===== src/rtl/pc_fetch_ctrl.sv =====
// Purpose : IF-stage PC sequencer; owns the PC, runs the imem req/ack handshake, feeds IF/ID.
// Latency : first imem_req 1 cycle after reset release; redirect reaches imem_addr next cycle when idle.
// Backpr. : ID stall parks one fetched instruction in a hold buffer and stops issuing requests.
//
// Optional feature macro: PC_ALIGN_CHECK_EN (adds the misalign port; misaligned
// redirects are converted to an exception to EXC_VECTOR).
//
// Ports:
//   clk, rst_n                        clock, synchronous active-low reset
//   stall                             IF/ID cannot accept this cycle
//   redirect_valid, redirect_target   branch/jump redirect from EX
//   exc_valid                         exception/interrupt taken (beats redirect)
//   imem_req, imem_addr               fetch request toward instruction memory
//   imem_ack, imem_rdata              fetch completion and data
//   if_valid, if_instr, if_pc, if_pc_plus4   instruction toward IF/ID
//   misalign                          (PC_ALIGN_CHECK_EN only) misaligned-redirect pulse
module pc_fetch_ctrl #(
  parameter logic [31:0] RESET_VECTOR = 32'hBFC0_0000,
  parameter logic [31:0] EXC_VECTOR   = 32'hBFC0_0380
) (
  input  logic        clk,
  input  logic        rst_n,
  input  logic        stall,
  input  logic        redirect_valid,
  input  logic [31:0] redirect_target,
  input  logic        exc_valid,
  output logic        imem_req,
  output logic [31:0] imem_addr,
  input  logic        imem_ack,
  input  logic [31:0] imem_rdata,
  output logic        if_valid,
  output logic [31:0] if_instr,
  output logic [31:0] if_pc,
  output logic [31:0] if_pc_plus4
`ifdef PC_ALIGN_CHECK_EN
  ,
  output logic        misalign
`endif
);

  typedef enum logic [1:0] {
    IDLE = 2'd0,
    REQ  = 2'd1,
    DROP = 2'd2,
    HOLD = 2'd3
  } state_t;

  state_t      state, state_nxt;
  logic [31:0] pc, pc_nxt;
  logic [31:0] pend, pend_nxt;
  logic [31:0] hold_instr, hold_instr_nxt;
  logic        hold_vld, hold_vld_nxt;

  // Event decode: exception beats redirect; tgt is the destination of whichever wins.
  logic        evt;
  logic        redir_mis;
  logic [31:0] tgt;

`ifdef PC_ALIGN_CHECK_EN
  assign redir_mis = redirect_valid && (redirect_target[1:0] != 2'b00);
  assign tgt       = (exc_valid || redir_mis) ? EXC_VECTOR : redirect_target;
`else
  assign redir_mis = 1'b0;
  // Low bits are cleared rather than trusted: the core only fetches word-aligned.
  assign tgt       = exc_valid ? EXC_VECTOR : (redirect_target & 32'hFFFF_FFFC);
`endif

  assign evt = exc_valid | redirect_valid;

  // State register
  always_ff @(posedge clk) begin
    if (!rst_n) begin
      state      <= IDLE;
      pc         <= RESET_VECTOR;
      pend       <= RESET_VECTOR;
      hold_instr <= 32'd0;
      hold_vld   <= 1'b0;
    end else begin
      state      <= state_nxt;
      pc         <= pc_nxt;
      pend       <= pend_nxt;
      hold_instr <= hold_instr_nxt;
      hold_vld   <= hold_vld_nxt;
    end
  end

  // Next-state / next-data logic
  always_comb begin
    state_nxt      = state;
    pc_nxt         = pc;
    pend_nxt       = pend;
    hold_instr_nxt = hold_instr;
    hold_vld_nxt   = hold_vld;
    unique case (state)
      IDLE: begin
        // Events are ignored here; fetching always starts from the current pc.
        state_nxt = REQ;
      end
      REQ: begin
        if (imem_ack) begin
          if (evt) begin
            // Response belongs to the abandoned path; refetch from the target.
            pc_nxt = tgt;
          end else if (!stall) begin
            pc_nxt = pc + 32'd4;
          end else begin
            hold_instr_nxt = imem_rdata;
            hold_vld_nxt   = 1'b1;
            state_nxt      = HOLD;
          end
        end else if (evt) begin
          // Address must stay stable until ack, so park the target and flush the fetch.
          pend_nxt  = tgt;
          state_nxt = DROP;
        end
      end
      DROP: begin
        if (imem_ack) begin
          pc_nxt    = evt ? tgt : pend;
          state_nxt = REQ;
        end else if (evt) begin
          pend_nxt = tgt;
        end
      end
      HOLD: begin
        if (evt) begin
          pc_nxt       = tgt;
          hold_vld_nxt = 1'b0;
          state_nxt    = REQ;
        end else if (!stall) begin
          pc_nxt       = pc + 32'd4;
          hold_vld_nxt = 1'b0;
          state_nxt    = REQ;
        end
      end
      default: state_nxt = IDLE;
    endcase
  end

  // Output logic
  always_comb begin
    imem_req = 1'b0;
    if_valid = 1'b0;
    if_instr = 32'd0;
    unique case (state)
      REQ: begin
        imem_req = 1'b1;
        if_valid = imem_ack && !evt;
        if_instr = imem_rdata;
      end
      DROP: begin
        imem_req = 1'b1;
      end
      HOLD: begin
        if_valid = hold_vld;
        if_instr = hold_instr;
      end
      default: begin
        imem_req = 1'b0;
      end
    endcase
  end

`ifdef PC_ALIGN_CHECK_EN
  // Pulses in the cycle the misaligned redirect is taken; a real exception masks it.
  assign misalign = (state != IDLE) && redir_mis && !exc_valid;
`endif

  assign imem_addr   = pc;
  assign if_pc       = pc;
  assign if_pc_plus4 = pc + 32'd4;

endmodule


===== config.mk =====
export PLATFORM = sky130hd
export DESIGN_NAME = pc_fetch_ctrl
export DESIGN_NICKNAME = d
export VERILOG_FILES = /design/src/rtl/pc_fetch_ctrl.sv
export SDC_FILE = /design/constraint.sdc
export NUM_CORES = 1
export LEC_CHECK = 0
export CAP_MARGIN = 30
export CORE_AREA = 2 2 162 85
export DETAILED_ROUTE_END_ITERATION = 10
export DIE_AREA = 0 0 164 87
export PLACE_DENSITY = 0.79
export RECOVER_POWER = 50
export SYNTH_ARGS = -nofsm -noshare
export SYNTH_HDL_FRONTEND = slang
export SYNTH_SLANG_ARGS = --single-unit

===== constraint.sdc =====
create_clock -name clk -period 7 [get_ports clk]
set_clock_uncertainty 0.2 [all_clocks]
set_input_delay 1.4 -clock clk [delete_from_list [all_inputs] [get_ports clk]]
set_output_delay 1.4 -clock clk [all_outputs]
set_load 0.01 [all_outputs]

==> out/qor.yml <==
timing:
  finalSetupViolations: 0
  rsz0062_at_grt: "no"
  max-slew-margin-rel_pct: 34.8
  finalSetupTns_ps: 0
  drv_slew: 0
  max_freq_mhz: 198
  finalHoldViolCount: 0
  min_period_ps: 5060
  tightestPinTransition_ps: 978
  period_share_pct: 72.3
clock_network:
  clk_pin_slew_worst_paths_ps: 70
  clock_path_buffers: 2
  clockRootBuffer: "clkbuf_16"
  postCtsSetupBuffers: 0
  cts.sinks: 99
  cts_tree: "yes"
  clock_latency_ps: 340
  ctsHoldBuffers: 0
  h-tree-depth: 3
  cts_resized: 0
  numCtsBuffers: 9
final_layout:
  n_fill_cell: 1216
  syn2layout_area_growth_pct: 37.1
  final_cells: 1046
  seq_area_um2: 1980
  layout.nets: 940
  n_antenna_cell: 0
  drive_gt1_share_pct: 4.48
  multi_input_area_um2: 3170
pwr:
  leakage_nw: 2.77
  intPower_mw: 1.09
  power_mw: 1.57
  combPwrFrac_pct: 27.4
  swShare_pct: 30.3
  vdd_drop_max_uv: 122
  switchingPower_uw: 475
  seqPwrFrac_pct: 40.6
  p_per_area_nw_per_um2: 201
  clkPwrFrac_pct: 32.0
floorplanning:
  pin_count: 200
  core-area_um2: 13000
  initial_utilization_pct: 43.7
  die_h_um: 87
  fp.dieW_um: 164
  die_area_um2: 14300
  rows: 30
worst_setup_path:
  cp_cell_sequence: "dlygate4sd3_1, buf_4, nor2_1, a32o_1, clkdlybuf4s50_1"
  crit_required_ps: 5400
  critPathBufInv: 3
  critPathMaxFanout: 35
  arrival_ps: 3460
  cp-end-kind: "output pin"
  cpLargestDelayFamily: "buffers and inverters"
  slowest_delay_ps: 550
  worstSetupPathType: "in -> out"
  critPathSlowestCell: "clkdlybuf4s50_1"
  crit_path_start_kind: "input port"
synthesis:
  synth_area_um2: 5690
  synthTopCellsByArea: "dfxtp_1 35%, a21oi_1 7.8%, nand2_1 7.8%"
  ys.flop_type: "dfxtp_1"
  synth_top_area_share_pct: 34.9
  syn_avg_cell_area_um2: 7.65
  synth.distinct_cells: 56
  synth_most_common_cell: "nand2_1"
  synth_nets: 817
  syn-instance-count: 743
  async_flop_share_pct: 0
  synth_commonest_cells: "118 x nand2_1, 99 x dfxtp_1, 89 x a21oi_1"
  ys_ff_latch: 99
  yosysTopAreaCell: "dfxtp_1"
  ys.warnings.count: 0
  ys_seq_area_share_pct: 34.9
  synth_edf_count: 0
routing:
  avgRoutedWirePerCell_um: 16.8
  drtAntennaViolNets: 0
  wl_um: 17600
  vias: 6013
  drt_iter0_markers: 479
  post-route-drc-count: 0
  viasPerCell: 5.75
  dr.pass1.iters: 5
grt:
  grtUsageTotal_pct: 24.2
  first_global_vias: 5336
  grt_max_degree: 70
  overflow: 0
  grt_pass1_wl_um: 27700
  antenna_found_initial: 0
placed_design:
  place_hpwl_um: 12100
  numPortBuffers: 197
  place_inst: 1030
  place.gp.congestion: 0.838
run:
  cap_violations: 0
min_path:
  holdCritPathClass: "reg -> reg"
run_status:
  outcome: "finished, final reports clean"
-- layer usage --
metal | GRT usage (%) | vias up | share of wire (%)
li1 | - | 2891 | -
met1 | 36.0 | 2809 | 47
met2 | 34.8 | 301 | 42
met3 | 6.47 | 12 | 9.9
met4 | 5.34 | 0 | 1.1
met5 | 0 | - | 0
-- cell families after synthesis --
| logic type | after synthesis | synth area share (%) |
|---|---|---|
| compound gates | 215 | 23.9 |
| mux | 4 | 0.704 |
| fa+ha+maj | 4 | 0.880 |
| simple gates | 287 | 25.9 |
| buf+inv | 106 | 9.42 |
| flops | 99 | 34.9 |
| xor+xnor | 28 | 4.31 |
-- tightest hold or removal path, stage by stage (launching register included) --
cell and delay [ps]:
dfxtp_1 310, nand2_1 50, a21oi_1 50
-- layout make-up --
class | count | area share, %
Clock buffer | 10 | 3.07
Inverter | 7 | 0.337
Clock inverter | 5 | 0.803
Tap cell | 176 | 2.83
Timing Repair Buffer | 211 | 26.8
Multi-Input combinational cell | 538 | 40.7
Sequential cell | 99 | 25.4
-- path summary, 6_finish.rpt --
kind	from	end	slack (ps)	depth (start not counted)
min reg2reg	hold_instr[14]$_SDFFE_PN0P_	hold_instr[14]$_SDFFE_PN0P_	260	2
max	exc_valid	if_valid	1940	5
max reg2reg	state[0]$_SDFFE_PN0P_	if_pc[30]$_SDFFE_PN0P_	3900	8
min	hold_instr[14]$_SDFFE_PN0P_	hold_instr[14]$_SDFFE_PN0P_	260	2
-- stage by stage --
step / instance area (um^2) / setup WS [ps] / util [%] / hold WS [ps]
2_1_floorplan: 5690 / 3290 / - / 236
3_3_place_gp: 7450 / 2100 / 57.2 / 242
3_5_place_dp: 7480 / 2100 / 57.4 / 248
4_1_cts: 7780 / 2090 / 59.7 / 258
5_1_grt: 7790 / 1850 / 59.8 / 270
6_report: 7790 / 1940 / 59.8 / 257
-- power groups by stage --
stage	sequential (mW)	clock, mW	combinational, mW
3_5_place_dp	0.649	0	0.438
4_1_cts	0.636	0.514	0.441
5_1_grt	0.641	0.537	0.464
2_1_floorplan	0.639	0	0.239
3_3_place_gp	0.648	0	0.435
6_report	0.636	0.502	0.429
-- registers in the layout (all words and copies together) (netlist names) --
signal / cells
hold_vld: 1
state: 2
pend: 32
hold_instr: 32
if_pc: 32
-- placed cells by master, fill, tap and decap left out, types with 7 or more instances in the layout --
master / n
a21oi_1: 89
nand2_1: 118
dfxtp_1: 99
xnor2_1: 20
o22ai_1: 16
o21ai_0: 29
dlygate4sd3_1: 71
nor2_1: 43
and4_1: 8
nor4_1: 7
nor3_1: 11
a22o_1: 32
nand3b_1: 19
buf_4: 10
and3_1: 8
clkbuf_16: 9
clkdlybuf4s50_1: 125
nand3_1: 27
nand4_1: 17
xor2_1: 8
a22oi_1: 19
Note: power is estimated with default switching activity, not from simulation.
